`config.mk`:
```
export PLATFORM = sky130hd
export DESIGN_NAME = imm_gen_pipe
export DESIGN_NICKNAME = d
export VERILOG_FILES = /design/src/rtl/imm_gen_pipe.sv
export SDC_FILE = /design/constraint.sdc
export NUM_CORES = 1
export LEC_CHECK = 0
export ABC_AREA = 1
export CAP_MARGIN = 40
export CORE_UTILIZATION = 55
export DETAILED_ROUTE_END_ITERATION = 8
export GPL_TIMING_DRIVEN = 0
export PLACE_DENSITY = 0.95
export SETUP_SLACK_MARGIN = 0.1
export SLEW_MARGIN = 40
export SYNTH_ARGS = -nofsm -noshare
export SYNTH_HDL_FRONTEND = slang
export SYNTH_SLANG_ARGS = --single-unit
export TNS_END_PERCENT = 50
```
`constraint.sdc`:
```
create_clock -name clk -period 6.7 [get_ports clk]
set_clock_uncertainty 0.2 [all_clocks]
set_input_delay 2.01 -clock clk [delete_from_list [all_inputs] [get_ports clk]]
set_output_delay 2.01 -clock clk [all_outputs]
set_load 0.03 [all_outputs]
```
`src/rtl/imm_gen_pipe.sv`:
```
// imm_gen_pipe: RV32I/RV64I immediate generator producing sext imm, format code, pc+imm target and illegal flag.
// Latency: STAGES cycles (1 or 2) from an accepted input beat to out_valid.
// Backpressure: per-stage valid/ready, in_ready = !valid_last | out_ready chained back; stalled outputs hold.
module imm_gen_pipe #(
   parameter int XLEN   = 32,
   parameter int STAGES = 1
) (
   input  logic            clk,
   input  logic            rst_n,
   input  logic            flush,
   input  logic            in_valid,
   output logic            in_ready,
   input  logic [31:0]     inst,
   input  logic [XLEN-1:0] pc,
   output logic            out_valid,
   input  logic            out_ready,
   output logic [XLEN-1:0] imm,
   output logic [XLEN-1:0] target,
   output logic [2:0]      fmt,
   output logic            illegal
);

   localparam logic [2:0] FMT_NONE = 3'd0;
   localparam logic [2:0] FMT_I    = 3'd1;
   localparam logic [2:0] FMT_S    = 3'd2;
   localparam logic [2:0] FMT_B    = 3'd3;
   localparam logic [2:0] FMT_U    = 3'd4;
   localparam logic [2:0] FMT_J    = 3'd5;

   localparam logic [6:0] OP_LOAD   = 7'b0000011;
   localparam logic [6:0] OP_IMM    = 7'b0010011;
   localparam logic [6:0] OP_IMM32  = 7'b0011011;
   localparam logic [6:0] OP_JALR   = 7'b1100111;
   localparam logic [6:0] OP_SYSTEM = 7'b1110011;
   localparam logic [6:0] OP_STORE  = 7'b0100011;
   localparam logic [6:0] OP_BRANCH = 7'b1100011;
   localparam logic [6:0] OP_LUI    = 7'b0110111;
   localparam logic [6:0] OP_AUIPC  = 7'b0010111;
   localparam logic [6:0] OP_JAL    = 7'b1101111;
   localparam logic [6:0] OP_OP     = 7'b0110011;
   localparam logic [6:0] OP_OP32   = 7'b0111011;

   // Elaboration-time guard on the only supported configurations.
   generate
      if (XLEN != 32 && XLEN != 64) begin : g_bad_xlen
         $error("imm_gen_pipe: XLEN must be 32 or 64");
      end
      if (STAGES != 1 && STAGES != 2) begin : g_bad_stages
         $error("imm_gen_pipe: STAGES must be 1 or 2");
      end
   endgenerate

   logic [6:0]      opcode;
   logic [2:0]      dec_fmt;
   logic            dec_illegal;
   logic [31:0]     dec_imm32;
   logic [XLEN-1:0] dec_imm;

   assign opcode = inst[6:0];

   // Classify the opcode into a format; the *-32 opcodes only exist on RV64.
   always_comb begin
      dec_fmt     = FMT_NONE;
      dec_illegal = 1'b0;
      case (opcode)
         OP_LOAD, OP_IMM, OP_JALR, OP_SYSTEM: dec_fmt = FMT_I;
         OP_IMM32: begin
            if (XLEN == 64) dec_fmt = FMT_I;
            else            dec_illegal = 1'b1;
         end
         OP_STORE:         dec_fmt = FMT_S;
         OP_BRANCH:        dec_fmt = FMT_B;
         OP_LUI, OP_AUIPC: dec_fmt = FMT_U;
         OP_JAL:           dec_fmt = FMT_J;
         OP_OP:            dec_fmt = FMT_NONE;
         OP_OP32: begin
            if (XLEN != 64) dec_illegal = 1'b1;
         end
         default:          dec_illegal = 1'b1;
      endcase
   end

   // Gather the scattered immediate bits into a 32-bit sign-extended value.
   always_comb begin
      dec_imm32 = 32'd0;
      case (dec_fmt)
         FMT_I: dec_imm32 = {{20{inst[31]}}, inst[31:20]};
         FMT_S: dec_imm32 = {{20{inst[31]}}, inst[31:25], inst[11:7]};
         FMT_B: dec_imm32 = {{19{inst[31]}}, inst[31], inst[7], inst[30:25], inst[11:8], 1'b0};
         FMT_U: dec_imm32 = {inst[31:12], 12'd0};
         FMT_J: dec_imm32 = {{11{inst[31]}}, inst[31], inst[19:12], inst[20], inst[30:21], 1'b0};
         default: dec_imm32 = 32'd0;
      endcase
   end

   // Widen to XLEN; only RV64 sees the upper sign copies (e.g. lui with bit 31 set).
   generate
      if (XLEN == 64) begin : g_ext64
         assign dec_imm = {{32{dec_imm32[31]}}, dec_imm32};
      end else begin : g_ext32
         assign dec_imm = dec_imm32;
      end
   endgenerate

   generate
      if (STAGES == 1) begin : g_one
         logic            v_q, v_d;
         logic [XLEN-1:0] imm_q, imm_d;
         logic [XLEN-1:0] tgt_q, tgt_d;
         logic [2:0]      fmt_q, fmt_d;
         logic            ill_q, ill_d;
         logic            acc;

         // Single output stage: accept when empty or draining, flush wins over accept.
         always_comb begin
            in_ready = ~v_q | out_ready;
            acc      = in_valid & in_ready & ~flush;
            v_d      = v_q;
            imm_d    = imm_q;
            tgt_d    = tgt_q;
            fmt_d    = fmt_q;
            ill_d    = ill_q;
            if (flush)         v_d = 1'b0;
            else if (in_ready) v_d = in_valid;
            if (acc) begin
               imm_d = dec_imm;
               tgt_d = pc + dec_imm;
               fmt_d = dec_fmt;
               ill_d = dec_illegal;
            end
         end

         // Stage register with synchronous reset clearing valid and data.
         always_ff @(posedge clk) begin
            if (!rst_n) begin
               v_q   <= 1'b0;
               imm_q <= '0;
               tgt_q <= '0;
               fmt_q <= FMT_NONE;
               ill_q <= 1'b0;
            end else begin
               v_q   <= v_d;
               imm_q <= imm_d;
               tgt_q <= tgt_d;
               fmt_q <= fmt_d;
               ill_q <= ill_d;
            end
         end

         assign out_valid = v_q;
         assign imm       = imm_q;
         assign target    = tgt_q;
         assign fmt       = fmt_q;
         assign illegal   = ill_q;
      end else begin : g_two
         // Stage 1 holds decode results plus pc; the wide add is deferred to stage 2.
         logic            v1_q, v1_d;
         logic [XLEN-1:0] imm1_q, imm1_d;
         logic [XLEN-1:0] pc1_q, pc1_d;
         logic [2:0]      fmt1_q, fmt1_d;
         logic            ill1_q, ill1_d;
         logic            v2_q, v2_d;
         logic [XLEN-1:0] imm2_q, imm2_d;
         logic [XLEN-1:0] tgt2_q, tgt2_d;
         logic [2:0]      fmt2_q, fmt2_d;
         logic            ill2_q, ill2_d;
         logic            rdy2, acc1, mv2;

         // Ready chain runs back from the consumer; both stages can move on the same edge.
         always_comb begin
            rdy2     = ~v2_q | out_ready;
            in_ready = ~v1_q | rdy2;
            acc1     = in_valid & in_ready & ~flush;
            mv2      = v1_q & rdy2 & ~flush;

            v1_d   = v1_q;
            imm1_d = imm1_q;
            pc1_d  = pc1_q;
            fmt1_d = fmt1_q;
            ill1_d = ill1_q;
            v2_d   = v2_q;
            imm2_d = imm2_q;
            tgt2_d = tgt2_q;
            fmt2_d = fmt2_q;
            ill2_d = ill2_q;

            if (flush)         v1_d = 1'b0;
            else if (in_ready) v1_d = in_valid;
            if (flush)         v2_d = 1'b0;
            else if (rdy2)     v2_d = v1_q;

            if (acc1) begin
               imm1_d = dec_imm;
               pc1_d  = pc;
               fmt1_d = dec_fmt;
               ill1_d = dec_illegal;
            end
            if (mv2) begin
               imm2_d = imm1_q;
               tgt2_d = pc1_q + imm1_q;
               fmt2_d = fmt1_q;
               ill2_d = ill1_q;
            end
         end

         // Both stage registers, synchronous reset clears valids and data.
         always_ff @(posedge clk) begin
            if (!rst_n) begin
               v1_q   <= 1'b0;
               imm1_q <= '0;
               pc1_q  <= '0;
               fmt1_q <= FMT_NONE;
               ill1_q <= 1'b0;
               v2_q   <= 1'b0;
               imm2_q <= '0;
               tgt2_q <= '0;
               fmt2_q <= FMT_NONE;
               ill2_q <= 1'b0;
            end else begin
               v1_q   <= v1_d;
               imm1_q <= imm1_d;
               pc1_q  <= pc1_d;
               fmt1_q <= fmt1_d;
               ill1_q <= ill1_d;
               v2_q   <= v2_d;
               imm2_q <= imm2_d;
               tgt2_q <= tgt2_d;
               fmt2_q <= fmt2_d;
               ill2_q <= ill2_d;
            end
         end

         assign out_valid = v2_q;
         assign imm       = imm2_q;
         assign target    = tgt2_q;
         assign fmt       = fmt2_q;
         assign illegal   = ill2_q;
      end
   endgenerate

endmodule

```
# Yosys cells after proc, flatten, opt, wreduce, memory -nomap -nowiden
# Cells that the tools add are included.
[word_totals]
regBits = 69
input_bits = 69
out_inout_bits = 70
word_cells = 34
[op_classes]
addsub = 1
eq_ne = 15
mux = 3
bitwise = 6
n_reduce_logical = 4
[op_table]
columns = ["operator", "n"]
rows = [
  ["one-hot mux 32 bit (5 select lines)", 1],
  ["adder 32 bit", 1],
  ["== test 7 bit, second input constant", 4],
  ["== test 7 x 6 -> 1 bit, second input constant", 3],
  ["one-hot mux 3 bit (5 select lines)", 1],
  ["== test 7 x 5 -> 1 bit, second input constant", 2],
  ["OR reduction 10 bit", 1],
  ["== test 7 x 2 -> 1 bit, second input constant", 1],
  ["== test 3 x 2 -> 1 bit, second input constant", 2],
  ["== test 3 bit, second input constant", 2],
  ["OR reduction 2 bit", 2],
  ["OR reduction 4 bit", 1],
  ["== test 3 x 1 -> 1 bit, second input constant", 1],
  ["inverter 1 bit", 3],
  ["bitwise AND 1 bit", 2],
  ["2-to-1 mux 1 bit", 1],
  ["OR 1 bit", 1],
]

# Depth between registers and ports, before layout
[logic_depth]
word_depth = 6
mapped_depth = 22
depth_no_buf = 22

# Least setup slack after synthesis
# Ideal clock, no wire load.
[synth_timing]
path_kind = "input to output"
from = "in out_ready"
to = "out in_ready"
arrival_ns = 2.400
required_time_ns = 4.490
slack_ns = 2.090
stages = 2
path_buffers = 0
cell_sequence = "nor2_1 -> inv_1"
[synth_via]
elab_chain_len = 1
[synth_rtl]
columns = ["item", "line", "source"]
rows = [
  ["start, declared", "16", "input logic out_ready,"],
  ["OR 1 bit", "116", "in_ready = ~v_q | out_ready;"],
  ["end, declared", "12", "output logic in_ready,"],
]
# No other way between the ends.

# Worst setup path after layout
# Same ends and word-level chain as after synthesis.

==> metrics.yaml <==
via_per_inst: 5.12
nNetsFinal: 1195
slowest_delay_ns: 0.60
power.internal_w: 0.000753
cts_setup_buffers: 0
hold_viol_final: 0
grt_pass1_wl_mm: 27.6
p_switching_w: 0.000374
period_needed_ns: 5.54
yosysTopAreaCell: "dfxtp_1"
slowest_stage: "clkdlybuf4s50_1"
htreeDepth: 3
status: "finished, final reports clean"
max_freq_mhz: 181
drtIter0Drc: 382
ctsHoldBuffers: 0
track_usage_pct: 34.4
drc_errors: 0
power_frac_seq_pct: 40.2
place_inst: 1216
finalWirelength_mm: 17.7
ctsResizeCount: 0
yosysUniqueCellTypes: 42
hp-class: "flop to flop"
syn_nets: 1048
ios: 139
root_buffer: "clkbuf_8"
p_per_area_nw_per_um2: 155
start_util_pct: 57.0
finalCritPeriodShare_pct: 82.6
hold_depth: 2
swShare_pct: 33.2
grt_pass1_vias: 5818
fp-row-count: 36
clk_latency_ns: 0.35
wl_per_cell_um: 14.4
cts_max_path_buffers: 2
cp.arrival_ns: 3.33
max_slew_margin_pct: 58.4
most-common-layout-cells: "nand2_1 (253), inv_1 (176), nor2_1 (158), clkdlybuf4s50_1 (136), dfxtp_1 (69)"
setup_violations: 0
tritoncts: "built"
drv_slew: 0
setup_tns_ns: 0
synth_top_area_share_pct: 24.8
clk_pin_slew_ns: 0.07
die_area_um2: 10500
ys_ff_latch: 69
numCtsBuffers: 9
yosysWarnings: 0
cap_violations: 0
max_slew.worst_pin.slew_ns: 0.623
syn_to_final_growth_pct: 30.7
final_common_cell: "nand2_1"
cp.required_ns: 4.49
dieWidth_um: 103
diodes: 0
place_congestion: 0.996
pwr-share-clk_pct: 29.6
postRouteAntennaNets: 0
avgSynthCellArea_um2: 5.88
worst-r2r-setup-slack_ns: 4.48
crit_top_cell: "clkdlybuf4s50_1"
p_leak_nw: 4.09
path_max_fanout: 2
ir_worst_vdd_mv: 0.138
grt-ovfl-total: 0
clkSinkCount: 69
seq_area_frac_synth_pct: 24.8
grt_setup_unrepaired: "false"
startpoint_type: "input port"
vias: 6292
p_comb_share_pct: 30.3
drt_pass1_iterations: 8
path_cells: "clkdlybuf4s50_1, nor2_1, inv_1, clkdlybuf4s50_1"
worstSetupPathType: "input port to primary output"
stdcell_count: 1230
core_area_um2: 9770
die_height_um: 103
io_buffers: 136
end_kind: "primary output"
netlist_area_um2: 5570
reg2reg_depth: 8
antenna_found_initial: 0
dp_hpwl_mm: 14.4
grt_max_degree: 11
synthTopCellsByArea: "dfxtp_1 (25%), nand2_1 (17%), inv_1 (12%), nor2_1 (11%), ha_1 (7.0%)"
synthCells: 947
drive_above_1_share_pct: 6.20
stage by stage:
stage	total power [W]	utilization (%)	setup slack (ns)	hold slack (ns)	instance area, um^2
5_1_grt	0.00118	74.4	1.10	0.310	7280
3_3_place_gp	0.000792	72.6	1.18	0.268	7100
4_1_cts	0.00113	74.4	1.17	0.292	7280
2_1_floorplan	0.000658	-	2.09	0.390	5570
6_report	0.00113	74.4	1.16	0.289	7280
3_5_place_dp	0.000798	72.6	1.17	0.273	7100
cell usage after synthesis, drive strengths merged:
| cell | instances |
|---|---|
| a211oi | 1 |
| nand4 | 6 |
| o21ai | 56 |
| clkbuf | 15 |
| clkinv | 1 |
| and2 | 3 |
| nor3b | 1 |
| dfxtp | 69 |
| buf | 9 |
| a22oi | 5 |
| nor3 | 7 |
| o211ai | 9 |
| xor2 | 9 |
| or2 | 1 |
| nand2 | 269 |
| a21o | 1 |
| inv | 184 |
| o21a | 1 |
| a311oi | 1 |
| nand3b | 2 |
| nor2 | 163 |
| nand3 | 69 |
| a21oi | 26 |
| fa | 1 |
| ha | 31 |
| o21bai | 7 |
area by class of cell:
type | instances | area (um^2)
buffer | 24 | 118
clock buffer | 12 | 145
clock inverter | 2 | 35.0
fill | 854 | 2500
inverter | 185 | 699
multi-input combinational | 669 | 3370
sequential | 69 | 1380
tap | 133 | 166
timing repair buffer | 136 | 1360
per-layer routing:
layer | vias up | part of all wire [%] | GRT usage, %
met5 | - | 0 | 0
met4 | 0 | 3.2 | 14.7
met3 | 45 | 7.3 | 6.44
met2 | 274 | 46 | 58.5
met1 | 2766 | 44 | 42.5
li1 | 3207 | - | -
state kept, by name, summed over array words and instances (netlist names):
name,flops
fmt,3
illegal,1
imm,32
out_valid,1
target,32
path summary, 6_finish.rpt:
kind | end | startpoint
worst max register to register | target[31]$_SDFFE_PN0P_ | out_valid$_SDFFE_PP0N_
worst min register to register | illegal$_SDFFE_PN0P_ | illegal$_SDFFE_PN0P_
worst min-delay path | illegal$_SDFFE_PN0P_ | illegal$_SDFFE_PN0P_
worst max-delay path | in_ready | out_ready
worst max-delay path, delay by kind of cell:
kind	cells	cell delay [ns]
simple gates	1	0.23
buf+inv	3	1.09
power by group through the flow:
stage               clock network, W  registers (W)  logic [W]
floorplan                          0       0.000513   0.000144
global placement                   0       0.000460   0.000332
detailed placement                 0       0.000461   0.000337
CTS                         0.000334       0.000453   0.000339
global route                0.000357       0.000455   0.000370
finish                      0.000333       0.000453   0.000341
kinds of logic after synthesis:
| logic type | synth area share, % |
|---|---|
| adder cells (fa/ha/maj) | 7.33 |
| flip-flops | 24.8 |
| buffers and inverters | 14.7 |
| XOR/XNOR | 1.42 |
| AO/OA/AOI/OAI | 11.6 |
| AND/OR/NAND/NOR | 40.1 |
No activity file was read; power rests on OpenSTA's default activity.
